==> src/rtl/mac_core.sv <==
// Two-stage pipelined signed multiply-accumulate core.
// Every flop sits on a single scan chain: a_q, then b_q, acc_in_q, acc_out_q.
module mac_core #(
  parameter int WIDTH     = 16,
  parameter int ACC_WIDTH = 32
) (
  input  logic                 clk,
  input  logic                 rst,
  input  logic                 scan_en,
  input  logic                 scanin,
  input  logic [WIDTH-1:0]     a,
  input  logic [WIDTH-1:0]     b,
  input  logic [ACC_WIDTH-1:0] acc_in,
  output logic                 scanout,
  output logic [ACC_WIDTH-1:0] acc_out
);

  logic [WIDTH-1:0]     a_q, a_d;
  logic [WIDTH-1:0]     b_q, b_d;
  logic [ACC_WIDTH-1:0] acc_in_q, acc_in_d;
  logic [ACC_WIDTH-1:0] acc_out_q, acc_out_d;

  logic signed [2*WIDTH-1:0]   a_ext, b_ext, prod;
  logic signed [ACC_WIDTH-1:0] prod_ext;

  // Operands are widened before multiplying so the low 2*WIDTH bits hold the exact signed product.
  always_comb begin
    a_ext    = (2*WIDTH)'($signed(a_q));
    b_ext    = (2*WIDTH)'($signed(b_q));
    prod     = a_ext * b_ext;
    prod_ext = ACC_WIDTH'(prod);

    if (scan_en) begin
      a_d       = {a_q[WIDTH-2:0], scanin};
      b_d       = {b_q[WIDTH-2:0], a_q[WIDTH-1]};
      acc_in_d  = {acc_in_q[ACC_WIDTH-2:0], b_q[WIDTH-1]};
      acc_out_d = {acc_out_q[ACC_WIDTH-2:0], acc_in_q[ACC_WIDTH-1]};
    end else begin
      a_d       = a;
      b_d       = b;
      acc_in_d  = acc_in;
      acc_out_d = acc_in_q + prod_ext;
    end
  end

  always_ff @(posedge clk or negedge rst) begin
    if (!rst) begin
      a_q       <= '0;
      b_q       <= '0;
      acc_in_q  <= '0;
      acc_out_q <= '0;
    end else begin
      a_q       <= a_d;
      b_q       <= b_d;
      acc_in_q  <= acc_in_d;
      acc_out_q <= acc_out_d;
    end
  end

  assign acc_out = acc_out_q;
  assign scanout = acc_out_q[ACC_WIDTH-1];

endmodule

==> config.mk <==
export PLATFORM = sky130hd
export DESIGN_NAME = mac_core
export DESIGN_NICKNAME = d
export VERILOG_FILES = /design/src/rtl/mac_core.sv
export SDC_FILE = /design/constraint.sdc
export NUM_CORES = 1
export LEC_CHECK = 0
export ABC_AREA = 1
export BUFFER_PORTS_ARGS = -buffer_cell sky130_fd_sc_hd__buf_2
export CAP_MARGIN = 20
export CELL_PAD_IN_SITES_DETAIL_PLACEMENT = 1
export CELL_PAD_IN_SITES_GLOBAL_PLACEMENT = 1
export CORE_MARGIN = 3
export CORE_UTILIZATION = 51
export CTS_CLUSTER_SIZE = 20
export DETAILED_ROUTE_END_ITERATION = 10
export GPL_ROUTABILITY_DRIVEN = 0
export GPL_TIMING_DRIVEN = 0
export PLACE_DENSITY = 0.88
export SLEW_MARGIN = 20
export SYNTH_ARGS = -nofsm -noshare
export SYNTH_HDL_FRONTEND = slang
export SYNTH_SLANG_ARGS = --single-unit
export TNS_END_PERCENT = 5
==> constraint.sdc <==
create_clock -name clk -period 12.6 [get_ports clk]
set_input_delay 1.89 -clock clk [delete_from_list [all_inputs] [get_ports clk]]
set_output_delay 1.89 -clock clk [all_outputs]
set_load 0.03 [all_outputs]
======== Yosys cells after proc, flatten, opt, wreduce, memory -nomap -nowiden ========
Index checks and enable logic that the tools add are counted.
storage, ports and cells
  flip-flop bits (word level) ............. 96
  input bits .............................. 68
  output and inout port bits .............. 33
  logic and storage cells ................. 10
cells by class
  add/subtract/negate cells ............... 1
  multipliers ............................. 1
  muxes and demuxes ....................... 4
operator list
  cell            count
  $mux 32         2
  $add 32x32->32  1
  $mul 16x16->32  1
  $mux 16         2

======== Logic depth before layout (Yosys ltp) ========
  depth in word-level cells ............... 3
  depth in mapped cells ................... 30
  gate-level depth less buffers ........... 28

======== Least setup slack after synthesis ========
Ideal clock, no wire load.
  path type ............................... reg-to-reg
  start ................................... register a_q[15]
  end ..................................... register acc_out_q[31] (netlist: acc_out[31])
  setup time .............................. 0.117 ns
  arrival time ............................ 5.500 ns
  data required time ...................... 12.483 ns
  slack ................................... 6.982 ns
  stages on the path, launching flop included .. 27
  path buffers ............................ 2
  period minus slack after synthesis ...... 5.618 ns
  cells stage by stage .................... dfrtp_1 buf_4 clkbuf_1 nand2_1 inv_1 fa_1 inv_1 fa_1 inv_1 fa_1 inv_1 fa_1 inv_1 fa_1 inv_1 fa_1 inv_1 ha_1 nand2_1 nor2_1 inv_1 nor3_1 nand2_1 nand2_1 nand3_1 nand3_1 nand2_1
on the way
  longest elaborated chain between the ends .. 3
ends and longest elaborated chain
  item                      line  RTL
  start: declaration        18    logic [WIDTH-1:0] a_q, a_d;
  start signal: assignment  48    a_q <= '0;
  start signal: assignment  53    a_q <= a_d;
  $mul 16x16->32            30    prod = a_ext * b_ext;
  $add 32x32->32            42    acc_out_d = acc_in_q + prod_ext;
  $mux 32                   33    if (scan_en) begin
  named net acc_out_d[31]   21    logic [ACC_WIDTH-1:0] acc_out_q, acc_out_d;
  end signal: assignment    56    acc_out_q <= acc_out_d;
  end: declaration          21
The timed path passes the listed nets, and every way through them passes these cells.

======== Worst setup path after layout ========
  start ................................... register a_q[12]
  end ..................................... register acc_out_q[17] (netlist: acc_out[17])
The elaborated chain is that of the path after synthesis.

==> impl_metrics.py <==
metrics = {
    "sta": {
        "max_freq_mhz": 139,
        "rsz0062_at_grt": "false",
        "setup_viol": 0,
        "worst_slew_pin_slew_ns": 1.13,
        "final.setup_skew_ns": 0.0152,
        "report.final.hold_viol_count": 0,
        "slew_headroom": 0.243,
        "fin_crit_ns": 7.19,
        "finalSetupTns_ns": 0,
        "drv_slew": 0,
        "finalCritPeriodShare": 0.570,
    },
    "worst_setup_path": {
        "cp.required_ns": 12.86,
        "reg2reg_depth": 22,
        "cp_slowest_cell": "fa_1",
        "r2r_setup_slack_ns": 5.41,
        "path_cells": "clkbuf_1, clkbuf_1, nand2_1, fa_1, fa_1, fa_1, inv_1, fa_1, fa_1, inv_1, fa_1, inv_1, ha_1, a21oi_1, inv_1, a21oi_2, nand3_2, nand2_1, nand2_1, or2_1, nand3_1, nand2_1",
        "r2r_start": "a_q[12]",
        "crit_fanout": 10,
        "end_kind": "flip-flop",
        "path_buf_inv": 6,
        "cp_top_family": "adder cells",
        "reg2reg_to": "acc_out[17]",
        "cpMostUsedCell": "fa_1",
        "critPathLaunchType": "flip-flop",
        "arrival_ns": 7.45,
        "critPathMaxStageDelay_ns": 0.63,
        "crit_type": "flip-flop to flip-flop",
    },
    "routing": {
        "vias_per_cell": 5.53,
        "ant_nets": 0,
        "remaining_drc_errors": 0,
        "drt_pass1_iterations": 4,
        "drt-initial-drc-count": 976,
        "dr_total_vias": 13700,
        "drt-total-wl_um": 56500,
        "wire_per_inst_um": 22.8,
    },
    "synthesis": {
        "synthCells": 1968,
        "ys_seq_elements": 96,
        "synth_area_um2": 15400,
        "synth_cell_type_count": 38,
        "yosys.area.top_type": "fa_1",
        "synth_top_cell_area_share": 0.379,
        "synth_ff_type": "dfrtp_1",
        "synthTopCellsByArea": "fa_1 38%, nand2_1 16%, dfrtp_1 16%, inv_1 13%, ha_1 8.0%",
        "syn_area_per_cell_um2": 7.84,
        "async_flop_share": 1.00,
        "synth_commonest_cells": "649 x nand2_1, 514 x inv_1, 292 x fa_1",
        "synth_nets": 2426,
        "ys.warnings.count": 0,
        "synth-seq-area-share": 0.156,
        "synth_edf_count": 0,
        "yosysMostFrequentCell": "nand2_1",
    },
    "floorplanning": {
        "ios": 101,
        "dieHeight_um": 180,
        "start_util": 0.519,
        "die_w_um": 180,
        "num_rows": 63,
        "dieArea_um2": 32400,
        "core-area_um2": 29700,
    },
    "cts": {
        "clk_pin_slew_ns": 0.08,
        "cts_buffers": 9,
        "cts_tree": "yes",
        "cts_resized": 0,
        "cts_buffer_depth": 2,
        "cts.sinks": 96,
        "cts_setup_buffers": 0,
        "clk-insertion-delay-late_ns": 0.39,
        "ctsHtreeMaxLevel": 3,
        "root_buffer": "clkbuf_16",
        "holdBufCountCts": 0,
    },
    "place": {
        "hpwl_um": 45900,
        "io_buffers": 99,
    },
    "layout": {
        "nets": 2537,
        "syn2layout_area_growth_pct": 8.53,
        "drive_above_1_share": 0.0787,
    },
    "outcome": {
        "status": "completed",
    },
    "global_routing": {
        "use_met3": 0.0607,
        "grt_max_degree": 60,
        "top_usage_layer": "met2",
        "overflow": 0,
        "grtUsageMet2": 0.618,
        "grt_pass1_wl_um": 88400,
        "grtUsageMet1": 0.408,
        "grt_pass1_vias": 16100,
        "grt_util_all_layers": 0.360,
        "antenna_found_initial": 0,
    },
    "hold_path": {
        "holdPathEnd": "acc_out[20]",
        "min_from": "acc_out[19]",
        "hold_path_class": "flip-flop to flip-flop",
        "hold_depth": 2,
    },
    "job": {
        "drv_cap": 0,
    },
}
[registers in the layout (all words and copies together), names as in the netlist]
name	flops
a_q	16
acc_in_q	32
acc_out	32
b_q	16
[metal layers]
layer  wire length [µm]  vias up
met3               3690      274
met1              20100     6887
met2              28000      730
li1                   -     5787
met5                  0        -
met4               4740        0
[cell type report]
class	count	area, µm²
Tap cell	390	488
Clock inverter	7	70.1
Inverter	522	1960
Antenna cell	1	2.50
Timing Repair Buffer	100	529
Sequential cell	96	2400
Fill cell	3789	13000
Clock buffer	9	225
Multi-Input combinational cell	1265	10700
Buffer	85	338
[logic make-up (layout without fill, tap and decap cells)]
group,Yosys count,count (layout),synth area share
adders and majority gates,390,390,0.459
other,0,1,0
and+or+nand+nor,807,807,0.209
buffers and inverters,607,723,0.149
DFF,96,96,0.156
xor gates and xnor gates,7,7,0.00398
AOI/OAI and AO/OA,61,61,0.0236
[stage by stage]
step | instance area [µm²] | worst slack [ns] | util | cells | hold slack, ns
after detailed placement | 16400 | 5.65 | 0.553 | 2458 | 0.459
after global placement | 16400 | 5.82 | 0.552 | 2457 | 0.456
after CTS | 16700 | 5.54 | 0.563 | 2474 | 0.476
final | 16700 | 5.41 | 0.563 | 2475 | 0.476
after floorplan | 15400 | 6.98 | - | 1968 | 0.452
after global routing | 16700 | 5.13 | 0.563 | 2474 | 0.508
[cells in the final DEF (no fill, tap or decap), types with 8 or more instances in the layout]
cell type	netlist	final
nand3_1	43	43
o21ai_0	16	16
inv_1	514	514
clkbuf_1	74	74
clkbuf_16	0	9
buf_2	6	104
nand2_2	12	12
inv_2	8	8
nand2_1	649	649
fa_1	292	292
ha_1	98	98
a21oi_1	22	22
nor2_1	63	63
dfrtp_1	96	96
nand4_1	8	8
[worst register-to-register path: stages, from the launching register on]
cell and delay, ns:
dfrtp_1 0.33, clkbuf_1 0.50, clkbuf_1 0.57, nand2_1 0.22, fa_1 0.63, fa_1 0.54, fa_1 0.56, inv_1 0.07
fa_1 0.55, fa_1 0.52, inv_1 0.06, fa_1 0.55, inv_1 0.07, ha_1 0.41, a21oi_1 0.38, inv_1 0.10
a21oi_2 0.21, nand3_2 0.21, nand2_1 0.15, nand2_1 0.10, or2_1 0.22, nand3_1 0.07, nand2_1 0.07
[worst max-delay path by stage]
| stage | startpoint | depth (start not counted) | slack [ns] | to |
|---|---|---|---|---|
| 3_5_place_dp | b_q[9] | 24 | 5.65 | acc_out[17] |
| 5_1_grt | b_q[9] | 24 | 5.13 | acc_out[30] |
| 2_1_floorplan | a_q[15] | 26 | 6.98 | acc_out[31] |
| 3_3_place_gp | a_q[7] | 24 | 5.82 | acc_out[17] |
| 6_report | a_q[12] | 22 | 5.41 | acc_out[17] |
| 4_1_cts | b_q[9] | 24 | 5.54 | acc_out[30] |
Power is left out: the tool's default activity adds up to more than one toggle a clock period on the data nets, which glitch-free logic cannot reach.
